## src/rtl/state_sequencer.sv

```systemverilog
// state_sequencer: micro-step sequencer in front of the instruction decoder.
// Walks R -> F0..F2 -> opcode-specific execute steps -> F0, supplies the
// datapath clock enable, handles pause/resume and keeps cycle/instruction
// counters.
module state_sequencer #(
  parameter int CNT_W = 16
) (
  input  logic             clk,
  input  logic             rst,
  input  logic             run,
  input  logic             step,
  input  logic             resume,
  input  logic [7:0]       rd,
  input  logic             end_sq,
  input  logic             pause_cc,
  output logic [11:0]      state,
  output logic             cke,
  output logic             halted,
  output logic             illegal,
  output logic [CNT_W-1:0] cycle_cnt,
  output logic [CNT_W-1:0] instr_cnt
);

  // {group[3:0], onehot_step[7:0]}
  localparam logic [11:0] S_R    = 12'h000;
  localparam logic [11:0] S_F0   = 12'h101;
  localparam logic [11:0] S_F1   = 12'h102;
  localparam logic [11:0] S_F2   = 12'h104;
  localparam logic [11:0] S_MOV0 = 12'h201;
  localparam logic [11:0] S_LD0  = 12'h301;
  localparam logic [11:0] S_LD1  = 12'h302;
  localparam logic [11:0] S_LD2  = 12'h304;
  localparam logic [11:0] S_LD3  = 12'h308;
  localparam logic [11:0] S_LD4  = 12'h310;
  localparam logic [11:0] S_ST0  = 12'h401;
  localparam logic [11:0] S_ST1  = 12'h402;
  localparam logic [11:0] S_ST2  = 12'h404;
  localparam logic [11:0] S_ST3  = 12'h408;
  localparam logic [11:0] S_ST4  = 12'h410;
  localparam logic [11:0] S_HALT = 12'hF01;

  logic        adv;
  logic [11:0] state_nxt;
  logic        halted_nxt;
  logic        illegal_nxt;
  logic        opcode_undef;

  // Only the four defined opcode groups avoid the illegal flag.
  assign opcode_undef = !(rd[7:4] inside {4'h1, 4'h2, 4'h3, 4'hF});

  // Advance request, masked while paused.
  assign adv = (run | step) & ~halted;

  // State and status registers; they follow the next-state logic every edge.
  always_ff @(posedge clk or posedge rst) begin
    if (rst) begin
      state   <= S_R;
      halted  <= 1'b0;
      illegal <= 1'b0;
    end else begin
      // NOTE: non-blocking so every register samples pre-edge values.
      state   <= state_nxt;
      halted  <= halted_nxt;
      illegal <= illegal_nxt;
    end
  end

  // Next micro-step and pause/illegal status; holds unless advancing or resuming.
  always_comb begin
    // NOTE: defaults first so no path leaves a variable unassigned (no latch).
    state_nxt   = state;
    halted_nxt  = halted;
    illegal_nxt = illegal;
    if (halted) begin
      if (resume) begin
        state_nxt   = S_F0;
        halted_nxt  = 1'b0;
        illegal_nxt = 1'b0;
      end
    end else if (adv) begin
      if (pause_cc) begin
        halted_nxt = 1'b1;
      end else begin
        unique case (state)
          S_R:  state_nxt = S_F0;
          S_F0: state_nxt = S_F1;
          S_F1: state_nxt = S_F2;
          S_F2: begin
            unique case (rd[7:4])
              4'h1:    state_nxt = S_MOV0;
              4'h2:    state_nxt = S_LD0;
              4'h3:    state_nxt = S_ST0;
              4'hF:    state_nxt = S_HALT;
              default: state_nxt = S_HALT;
            endcase
            if (opcode_undef) illegal_nxt = 1'b1;
          end
          S_LD0: state_nxt = S_LD1;
          S_LD1: state_nxt = S_LD2;
          S_LD2: state_nxt = S_LD3;
          S_LD3: state_nxt = S_LD4;
          S_ST0: state_nxt = S_ST1;
          S_ST1: state_nxt = S_ST2;
          S_ST2: state_nxt = S_ST3;
          S_ST3: state_nxt = S_ST4;
          // Terminal steps wait for the decoder to flag the end of the instruction.
          S_MOV0, S_LD4, S_ST4, S_HALT: begin
            if (end_sq) state_nxt = S_F0;
          end
          default: state_nxt = S_R;
        endcase
      end
    end
  end

  // Datapath enable is the advance qualifier itself.
  always_comb begin
    cke = adv;
  end

  // Free-running counters, frozen whenever the sequencer does not advance.
  always_ff @(posedge clk or posedge rst) begin
    if (rst) begin
      cycle_cnt <= '0;
      instr_cnt <= '0;
    end else if (adv) begin
      cycle_cnt <= cycle_cnt + 1'b1;
      if (end_sq && !pause_cc) instr_cnt <= instr_cnt + 1'b1;
    end
  end

endmodule

```

## config.mk

```make
export PLATFORM = sky130hd
export DESIGN_NAME = state_sequencer
export DESIGN_NICKNAME = d
export VERILOG_FILES = /design/src/rtl/state_sequencer.sv
export SDC_FILE = /design/constraint.sdc
export NUM_CORES = 1
export LEC_CHECK = 0
export ABC_AREA = 1
export CAP_MARGIN = 20
export CORE_ASPECT_RATIO = 0.6
export CORE_MARGIN = 2
export CORE_UTILIZATION = 40
export DETAILED_ROUTE_END_ITERATION = 10
export PLACE_DENSITY = 0.67
export SYNTH_ARGS = -nofsm -noshare
export SYNTH_HDL_FRONTEND = slang
export SYNTH_SLANG_ARGS = --single-unit
```

## constraint.sdc

```tcl
create_clock -name clk -period 2.87 [get_ports clk]
set_input_delay 0.574 -clock clk [delete_from_list [all_inputs] [get_ports clk]]
set_output_delay 0.574 -clock clk [all_outputs]
set_load 0.05 [all_outputs]
```

Word level (Yosys, flattened, before mapping). Cells that the tools add are included.

Memories kept: 0. Memory bits (read-only): 0. Output and inout port bits: 47. Bits in registers: 46. Word-level logic and storage cells: 60. Bits in latches: 0. Bits in writable memories: 0.

Muxes and demuxes: 17. Reductions and logical operators: 10. Divide/modulo/power cells: 0. Bitwise logic cells: 3. Order comparisons: 0. Shift-type cells: 0. Multipliers: 0. Eq/ne operators: 23. $add $sub $neg: 2.

Operator list (count): $pmux 12 s13 (1); $eq 12x10->1 const B (6); $eq 12x11->1 const B (5); $mux 12 (5); $eq 12x9->1 const B (3); $pmux 12 s3 (1); $add 16x1->16 const B (2); $eq 12x12->1 const B (1); $logic_not 12->1 (1); $mux 1 (10); $eq 4x2->1 const B (2); $reduce_and 5->1 (1); $eq 4x1->1 const B (1); $eq 4x4->1 const B (1); $ne 2x2->1 const B (2); $reduce_and 4->1 (1); $reduce_bool 2->1 (2); $reduce_bool 4->1 (1); $reduce_or 4->1 (1); $ne 3x3->1 const B (1); $ne 2x1->1 const B (1); $reduce_and 2->1 (1); $and 1x1->1 (1); $logic_and 1x1->1 (1); other kinds (3) (3).

Depth between registers and ports, before layout.
Word-level depth: 7. Gate-level depth with buffers: 12.

Worst setup path before layout. No wires, ideal clock.

Path kind: flip-flop to flip-flop. Start point: register halted. End point: register cycle_cnt[12]. Path buffers: 0. Setup slack: 1.014 ns. Stages on the path, launching flop included: 8. Library setup time: 0.142 ns. Required time: 2.728 ns. Data arrival time: 1.714 ns. Path through: dfrtp_1 > nor2_4 > nand2_4 > nor2_4 > nand3_4 > nor2_4 > nand2_2 > xnor2_1.

Longest elaborated chain between the ends: 2.

Ends and longest elaborated chain: from (decl) (RTL line 18) `output logic halted,`; from (signal assigned) (RTL line 63) `halted <= halted_nxt;`; $not 1->1 (RTL line 52) `assign adv = (run | step) & ~halted;`; $and 1x1->1 (RTL line 52); named net cke (RTL line 17) `output logic cke,`; to (signal assigned) (RTL line 127) `cycle_cnt <= cycle_cnt + 1'b1;`; to (decl) (RTL line 20) `output logic [CNT_W-1:0] cycle_cnt,`.

The timed path passes the listed nets, and every way through them passes these cells. A chain may end at the register's enable or synchronous reset.

Final worst setup path.
Start point: register halted. End point: output port halted.

No word-level cell between the ends.

==> metrics.md <==
| Metric | Value |
|---|---|
| Root buffer cell | `clkbuf_8` |
| Crit-path cells | `clkdlybuf4s50_1` |
| Diode count | `0` |
| Hold Path Stages | `1` |
| Number of global-route vias before repair | `1985` |
| Crit path kind | `reg -> out` |
| Max Cap Violations | `0` |
| Syn avg cell area | `7.88 um^2` |
| Vias | `2155` |
| Setup TNS | `0 ns` |
| Tightest Hold Check Type | `reg -> reg` |
| CP required | `2.30 ns` |
| Dpl cell area | `3170 um^2` |
| CTS resizes | `0` |
| FFs w/ async S/R, synth | `100%` |
| F_max | `0.434 GHz` |
| Fin util | `53.3%` |
| Core footprint | `6110 um^2` |
| Placer congestion estimate | `0.919` |
| Largest net degree at the start of global routing | `44` |
| Synthesis-to-finish area growth | `28.6%` |
| Power per cell area | `807 nW/um^2` |
| Vias/cell | `4.63` |
| Final setup fails | `0` |
| Worst path max stage delay | `0.87 ns` |
| DRC viols | `0` |
| Lkg Pwr | `1.54 nW` |
| RSZ-0062 raised after global routing | `no` |
| Setup bufs post-CTS | `0` |
| Post-route ant nets | `0` |
| Worst-Margin Slew | `0.543 ns` |
| CTS tree | `done` |
| Detailed Place HPWL | `4560 um` |
| Sink Count | `43` |
| Hold Path Sink | `instr_cnt[15]$_DFFE_PP0P_` |
| Initial core utilization | `41.4%` |
| Commonest non-fill, non-tap cell in the layout | `nand2_1` |
| H-tree levels | `2` |
| Most frequent cells in the layout | `nand2_1 (81), clkdlybuf4s50_1 (53), nor2_1 (44), dfrtp_1 (43), inv_1 (37)` |
| Post-synthesis cell area | `2530 um^2` |
| Worst slew margin | `63.8%` |
| Flop2flop setup slack | `1.18 ns` |
| Worst VDD drop | `0.638 mV` |
| Antenna violations before repair | `0` |
| Inst Count DP | `458` |
| Worst setup EP type | `output port` |
| FP Rows | `22` |
| Post-synth EDFFs | `0` |
| Slowest-stage cell, CP | `clkdlybuf4s50_1` |
| Clock Latency Late Sink | `0.29 ns` |
| Reg clk slew, reported paths | `0.08 ns` |
| Die height | `65.6 um` |
| Clk_skew | `0.00581 ns` |
| Post-synthesis sequential area ratio | `42.5%` |
| Yosys reg bits | `43` |
| Final Power | `2.63 mW` |
| Yosys warns | `0` |
| CP Launch Type | `register` |
| CTS buffer count | `5` |
| Starting DRT DRC Count | `158` |
| First-pass GRT wire length | `9570 um` |
| Reg2Reg Depth | `10` |
| WL per Instance | `12.5 um` |
| Non-Filler Instances | `465` |
| Final WL | `5810 um` |
| Worst-case clock buffer depth | `2` |
| Multi-input logic area | `1270 um^2` |
| Port-buffer cells | `54` |
| Worst r2r src | `state[1]$_DFFE_PP0P_` |
| Fin. max-slew vios | `0` |
| Top delay family on crit path | `buffers and inverters` |
| Top_reg_cell synth | `dfrtp_1` |
| Fillers | `584` |
| FF/Latch Area | `1080 um^2` |
| Remaining Overflow, GRT | `0` |
| Final period util | `80.2%` |
| Die area | `7000 um^2` |
| End of the worst register-to-register path | `state[8]$_DFFE_PP0P_` |
| DIE WIDTH | `107 um` |
| Status | `complete, no violations` |
| CP Max Fanout | `5` |
| Synth Instances | `321` |
| Io pins | `62` |
| Hold Startpoint | `instr_cnt[15]$_DFFE_PP0P_` |
| Final hold vios | `0` |
| Fin nets | `398` |
| Overall routing resource usage | `17.6%` |
| CTS Hold Bufs | `0` |
| WP data arrival | `1.73 ns` |
| Proportion of layout cells with a drive suffix above 1 | `8.40%` |
| WP buf/inv | `1` |
| Count of cell types in the netlist | `34` |
| Post-route cell area | `3250 um^2` |
| Tmin final | `2.30 ns` |
| Pre-antenna DRT Iters | `4` |
layout make-up:
type,instances,share of cell area (%)
clock inverter,1,0.154
sequential,43,33.1
timing repair buffer,55,17.1
clock buffer,6,2.54
multi-input combinational,235,39.1
inverter,41,4.81
tap,84,3.23
state kept, by name, indices dropped and copies added, names as in the netlist:
register	count
halted	1
illegal	1
cycle_cnt	16
instr_cnt	16
state	9
cell usage after synthesis, drive strengths merged, types with 3 or more instances:
library cell | count | area [um^2]
buf | 4 | 33.8
dfrtp | 43 | 1080
inv | 41 | 156
nand2 | 86 | 345
nand3 | 23 | 133
nand4 | 3 | 25.0
nor2 | 52 | 249
nor3 | 12 | 87.6
o21ai | 16 | 80.1
xnor2 | 10 | 87.6
xor2 | 18 | 158
stage by stage:
stage               hold WS, ns  worst slack (ns)
finish                    0.475             0.568
global route              0.511             0.518
CTS                       0.481             0.559
detailed placement        0.468             0.674
global placement          0.464             0.675
floorplan                 0.673              1.01
layer usage:
| layer | part of all wire (%) | vias up | global-route usage [%] |
|---|---|---|---|
| li1 | - | 1124 | - |
| met1 | 54 | 962 | 27.6 |
| met2 | 39 | 61 | 23.9 |
| met3 | 6.6 | 8 | 3.77 |
| met4 | 0.93 | 0 | 4.87 |
| met5 | 0 | - | 0 |
power by group:
part	leakage [nW]	switching, mW	internal [mW]
logic	0.947	0.890	0.413
registers	0.544	0.192	0.738
clock network	0.0470	0.203	0.189
total	1.54	1.28	1.34
logic make-up after synthesis:
logic type | after synthesis | synth area share, %
AO/OA/AOI/OAI | 26 | 5.94
XOR/XNOR | 28 | 9.69
adder cells (fa/ha/maj) | 2 | 0.989
buffers and inverters | 45 | 7.52
flip-flops | 43 | 42.5
other | 1 | 0.148
AND/OR/NAND/NOR | 176 | 33.2
how the worst max path moves through the flow:
stage                      from                         to  slack [ns]  cells past startpoint
3_3_place_gp                run  instr_cnt[12]$_DFFE_PP0P_        0.68                      9
6_report       halted$_DFF_PP0_                     halted        0.57                      1
2_1_floorplan  halted$_DFF_PP0_  cycle_cnt[12]$_DFFE_PP0P_        1.01                      7
5_1_grt        halted$_DFF_PP0_                     halted        0.52                      1
3_5_place_dp                run  instr_cnt[12]$_DFFE_PP0P_        0.67                      9
4_1_cts        halted$_DFF_PP0_                     halted        0.56                      1
(Power assumes the default switching activity.)
